### config.mk
export PLATFORM = sky130hd
export DESIGN_NAME = prog_memory_loader
export DESIGN_NICKNAME = d
export VERILOG_FILES = /design/src/rtl/prog_memory_loader.sv
export SDC_FILE = /design/constraint.sdc
export NUM_CORES = 1
export LEC_CHECK = 0
export ABC_CLOCK_PERIOD_IN_PS = 9500
export CORE_ASPECT_RATIO = 0.8
export CORE_UTILIZATION = 35
export CTS_CLUSTER_DIAMETER = 100
export CTS_CLUSTER_SIZE = 16
export DETAILED_ROUTE_END_ITERATION = 12
export PLACE_DENSITY = 0.55
export SYNTH_ARGS = -nofsm -noshare
export SYNTH_HDL_FRONTEND = slang
export SYNTH_SLANG_ARGS = --single-unit
### constraint.sdc
create_clock -name clk -period 9.5 [get_ports clk]
set_clock_uncertainty 0.2 [all_clocks]
set_input_delay 1.9 -clock clk [delete_from_list [all_inputs] [get_ports clk]]
set_output_delay 1.9 -clock clk [all_outputs]
set_load 0.02 [all_outputs]
### src/rtl/prog_memory_loader.sv
// Program memory with a debounced pushbutton loader that assembles instruction
// words chunk by chunk, plus a registered, clock-enabled fetch port.
module prog_memory_loader #(
  parameter int DATA_W       = 16,
  parameter int CHUNK_W      = 4,
  parameter int ADDR_W       = 6,
  parameter int DEBOUNCE_CYC = 4
) (
  input  logic                                clk,
  input  logic                                reset,
  input  logic                                button,
  input  logic [CHUNK_W-1:0]                  instruction,
  input  logic                                load_mode,
  input  logic                                clk_enable,
  input  logic [ADDR_W-1:0]                   read_address,
  output logic [DATA_W-1:0]                   instruction_out,
  output logic [DATA_W-1:0]                   led_ins,
  output logic [$clog2(DATA_W/CHUNK_W)-1:0]   chunk_idx,
  output logic [ADDR_W:0]                     load_count,
  output logic                                full
);

  localparam int NCHUNK = DATA_W / CHUNK_W;
  localparam int CIW    = $clog2(NCHUNK);
  localparam int DEPTH  = 2 ** ADDR_W;
  localparam int DCW    = $clog2(DEBOUNCE_CYC + 1);

  typedef enum logic [1:0] {
    S_IDLE,
    S_ASSEMBLE,
    S_FULL
  } state_t;

  logic             r_sync1;
  logic             r_sync;
  logic             r_flt;
  logic             r_flt_d;
  logic [DCW-1:0]   r_dcnt;

  state_t           r_state;
  logic [DATA_W-1:0] r_asm;
  logic [CIW-1:0]   r_chunk_idx;
  logic [ADDR_W:0]  r_load_count;
  logic [DATA_W-1:0] r_rdata;
  logic [DATA_W-1:0] r_mem [DEPTH];

  logic             w_stb;
  logic             w_abort;
  logic             w_accept;
  logic             w_last;
  logic             w_wr_en;
  logic [DATA_W-1:0] w_next_word;

  // Synchroniser and debounce: a new level must persist DEBOUNCE_CYC cycles.
  always_ff @(posedge clk or posedge reset) begin
    if (reset) begin
      r_sync1 <= 1'b0;
      r_sync  <= 1'b0;
      r_flt   <= 1'b0;
      r_flt_d <= 1'b0;
      r_dcnt  <= '0;
    end else begin
      r_sync1 <= button;
      r_sync  <= r_sync1;
      r_flt_d <= r_flt;
      if (r_sync == r_flt) begin
        r_dcnt <= '0;
      end else if (r_dcnt == DCW'(DEBOUNCE_CYC - 1)) begin
        r_flt  <= r_sync;
        r_dcnt <= '0;
      end else begin
        r_dcnt <= r_dcnt + DCW'(1);
      end
    end
  end

  assign w_stb       = r_flt & ~r_flt_d;
  assign w_abort     = ~load_mode & (r_chunk_idx != '0);
  // load_mode low already blocks acceptance, so an abort always wins over a strobe.
  assign w_accept    = w_stb & load_mode & (r_state != S_FULL);
  assign w_last      = (r_chunk_idx == CIW'(NCHUNK - 1));
  assign w_wr_en     = w_accept & w_last;
  assign w_next_word = {r_asm[DATA_W-CHUNK_W-1:0], instruction};

  always_ff @(posedge clk or posedge reset) begin
    if (reset) begin
      r_state      <= S_IDLE;
      r_asm        <= '0;
      r_chunk_idx  <= '0;
      r_load_count <= '0;
    end else if (w_abort) begin
      r_state     <= S_IDLE;
      r_asm       <= '0;
      r_chunk_idx <= '0;
    end else if (w_accept) begin
      r_asm <= w_next_word;
      if (w_last) begin
        r_chunk_idx  <= '0;
        r_load_count <= r_load_count + (ADDR_W+1)'(1);
        r_state      <= (r_load_count == (ADDR_W+1)'(DEPTH - 1)) ? S_FULL : S_IDLE;
      end else begin
        r_chunk_idx <= r_chunk_idx + CIW'(1);
        r_state     <= S_ASSEMBLE;
      end
    end
  end

  always_ff @(posedge clk) begin
    if (w_wr_en) begin
      r_mem[r_load_count[ADDR_W-1:0]] <= w_next_word;
    end
  end

  // Read-first: a same-edge write is not visible until the following enabled edge.
  always_ff @(posedge clk or posedge reset) begin
    if (reset) begin
      r_rdata <= '0;
    end else if (clk_enable) begin
      r_rdata <= r_mem[read_address];
    end
  end

  assign instruction_out = r_rdata;
  assign led_ins         = r_asm;
  assign chunk_idx       = r_chunk_idx;
  assign load_count      = r_load_count;
  assign full            = (r_state == S_FULL);

endmodule

==> out/results.txt <==
status = finished, final reports clean
postcts setup bufs = 0
cell-internal power = 7.37 mW
worst path arrival time = 5.48 ns
Comb pwr share = 10.4%
chip width = 386 microns
via count = 20.4k
Final Hold Viols = 0
final setup fails = 0
Core Footprint = 117000 sq um
r2r startpoint = chunk_idx[0]
Critical-path top delay cell = buf_8
GPL Wtd Cong = 0.863
antenna violations before repair = 10
worst path cell trace = buf_8, buf_4, buf_4, mux4_2, mux2i_1, o21ai_0, a221o_1
Pre-antenna DRT Iters = 5
total detailed-routing wirelength = 105000 microns
CP Class = in2reg
Final TNS setup = 0 ns
Max IR drop VDD = 0.281 mV
remaining antenna violation count = 0
post-layout net count = 2154
TritonCTS Sinks = 1074
TritonCTS clock tree = yes
worst slew pin tran = 1.23 ns
Worst Setup SP = read_address[2]
ys flop type = edfxtp_1
HP Start = r_sync1
number of global-route vias before repair = 20.1k
flop2flop setup slack = 5.63 ns
CP startpoint kind = input pin
Min Clock Period, post-route = 5.14 ns
CTS HTree Levels = 3
synthesized instance count = 2024
P_leak = 14.7 nW
TritonCTS Buffers = 77
Fmax achieved = 0.195 GHz
end point of the critical path = instruction_out[8]
Worst Path Required = 9.84 ns
clock-pin slew on the worst setup and hold paths = 0.07 ns
vias per inst = 5.46
WHS = 0.155 ns
relative slew slack = 17.2%
# resized after CTS = 0
cells on worst reg2reg path = 6
RR Endpoint = r_mem[46][15]
CTS root buf = clkbuf_16
Layout area overhead = 11.7%
Starting Density = 35.3%
critical path peak fanout = 96
Hold Path Class = reg2reg
slowest stage delay, CP = 0.67 ns
Post-DP HPWL = 63300 microns
pwr dens = 213 nW/um^2
FFs w/ async S/R, synth = 4.66%
Max Cap Viol = 0
Crit. End Element = flip-flop
Fillers = 10.4k
cell row count = 112
net switching power = 2.45 mW
Cells after DPL = 3594
first-pass GRT wire length = 149000 microns
grt total ovfl = 0
Top cell by count, worst path = buf_4
YS warnings = 0
Clk pwr share = 31.9%
Max Slew Vio Count = 0
family with the most delay on the worst path = buffers and inverters
gr usage total = 17.7%
post-DR wirelength/cell = 28.3 microns
Final period util = 54.1%
Avg Inst Size Synth = 20.4 sq um
# hold bufs at CTS = 0
Mapped Nets = 2043
Non-Filler Instances = 3727
share of cells above drive strength 1 = 17.3%
Seq pwr share = 57.7%
post-synthesis sequential area ratio = 77.5%
Yosys cell types = 48
Ports = 57
DRC = 0
PortBufs = 56
CP bufs+invs = 3
largest net degree at the start of global routing = 112
clk buf depth = 3
DR iter-0 viols = 2244
clk_lat worst skew = 0.67 ns
Synth Register Bits = 1074
number of synthesized flops with an enable pin = 1024
unrepaired setup endpoints after global routing = false
CP Depth = 7
die height = 309 microns
Mapped Area = 41300 sq um
Die ar. = 119000 sq um
Switching Fraction = 24.9%
-- routing by layer --
metal	vias up	global-route usage, %	share of wire, %
met5	-	0	0.011
met4	2	3.92	1.9
met3	118	5.51	9.1
met2	798	25.5	44
met1	10854	26.2	45
li1	8596	-	-
-- state kept, by name, indices dropped and copies added, names as in the netlist --
name             cells
r_mem             1024
load_count           7
r_sync               1
instruction_out     16
r_flt_d              1
r_dcnt               3
r_sync1              1
chunk_idx            2
r_flt                1
led_ins             16
r_state              2
-- cell type report --
cell class,instances,area (sq um),area share [%]
inverters,6,22.5,0.0488
clock inverters,5,66.3,0.144
diodes,3,7.51,0.0163
multi-input cells,823,8640,18.7
clock buffers,124,2150,4.65
flip-flops and latches,1074,32000,69.4
repair buffers,153,1290,2.81
well taps,1539,1930,4.18
-- cell usage after synthesis (all sizes together) (13+ instances only) --
master	number	area [sq um]
nor2	92	345
a21oi	14	70.1
edfxtp	1024	30700
a221o	16	160
o21ai	81	405
a41oi	14	123
mux4	164	3690
buf	73	475
nand2	13	48.8
nor3	16	80.1
clkbuf	48	181
mux2i	220	2200
a221oi	28	245
dfrtp	50	1250
o2bb2ai	14	123
a22oi	32	240
o22ai	48	300
a22o	17	149
-- power groups by stage --
| stage | Clock, mW | Sequential [mW] | Combinational (mW) |
|---|---|---|---|
| 2_1_floorplan | 0 | 5.91 | 0.296 |
| 3_3_place_gp | 0 | 5.76 | 1.00 |
| 3_5_place_dp | 0 | 5.76 | 1.04 |
| 4_1_cts | 3.20 | 5.66 | 1.04 |
| 5_1_grt | 3.36 | 5.67 | 1.08 |
| 6_report | 3.13 | 5.66 | 1.02 |
-- worst min path at each step --
| stage | endpoint | slack, ns | depth (start not counted) |
|---|---|---|---|
| 2_1_floorplan | r_sync | 0.13 | 0 |
| 3_3_place_gp | r_sync | 0.14 | 0 |
| 3_5_place_dp | r_sync | 0.14 | 0 |
| 4_1_cts | r_sync | 0.16 | 0 |
| 5_1_grt | r_sync | 0.17 | 0 |
| 6_report | r_sync | 0.15 | 0 |
-- placed cells by master, fill, tap and decap left out, types with 12 or more instances in the layout --
cell / instances
clkdlybuf4s50_1: 47
mux2i_1: 220
a21oi_1: 14
nor3_1: 15
mux4_2: 164
a221o_1: 16
a22oi_1: 32
a221oi_1: 28
o2bb2ai_1: 14
nor2_1: 91
edfxtp_1: 1024
buf_4: 95
o22ai_1: 48
a41oi_1: 14
a22o_1: 17
dfrtp_1: 38
nand2_1: 13
clkbuf_1: 45
clkbuf_16: 79
o21ai_1: 14
dfrtp_2: 12
o21ai_0: 67
-- worst register-to-register path, stage by stage, from the launching register on --
cell and delay, ns:
dfrtp_1 0.41, ha_1 0.43, or4b_2 0.70, nor2_1 0.50, nand2_1 0.41, nor2_1 0.59
buf_4 0.32
-- per-stage QoR --
| step | setup WS [ns] | power, mW | area (sq um) | util, % |
|---|---|---|---|---|
| after floorplan | 5.19 | 6.21 | 41300 | - |
| after global placement | 3.77 | 6.76 | 43900 | 37.5 |
| after detailed placement | 3.74 | 6.80 | 43900 | 37.5 |
| after CTS | 4.47 | 9.90 | 46100 | 39.4 |
| after global routing | 4.32 | 10.1 | 46100 | 39.5 |
| final | 4.36 | 9.81 | 46100 | 39.5 |
-- cells by family (layout without fill, tap and decap cells) --
| logic type | after synthesis | count (layout) | synth area share (%) |
|---|---|---|---|
| AO/OA/AOI/OAI | 272 | 272 | 4.55 |
| other | 0 | 3 | 0 |
| adder cells (fa/ha/maj) | 4 | 4 | 0.121 |
| buffers and inverters | 127 | 288 | 1.65 |
| AND/OR/NAND/NOR | 155 | 155 | 1.73 |
| flip-flops | 1074 | 1074 | 77.5 |
| XOR/XNOR | 6 | 6 | 0.127 |
| multiplexers | 386 | 386 | 14.3 |
(Power assumes the default switching activity.)
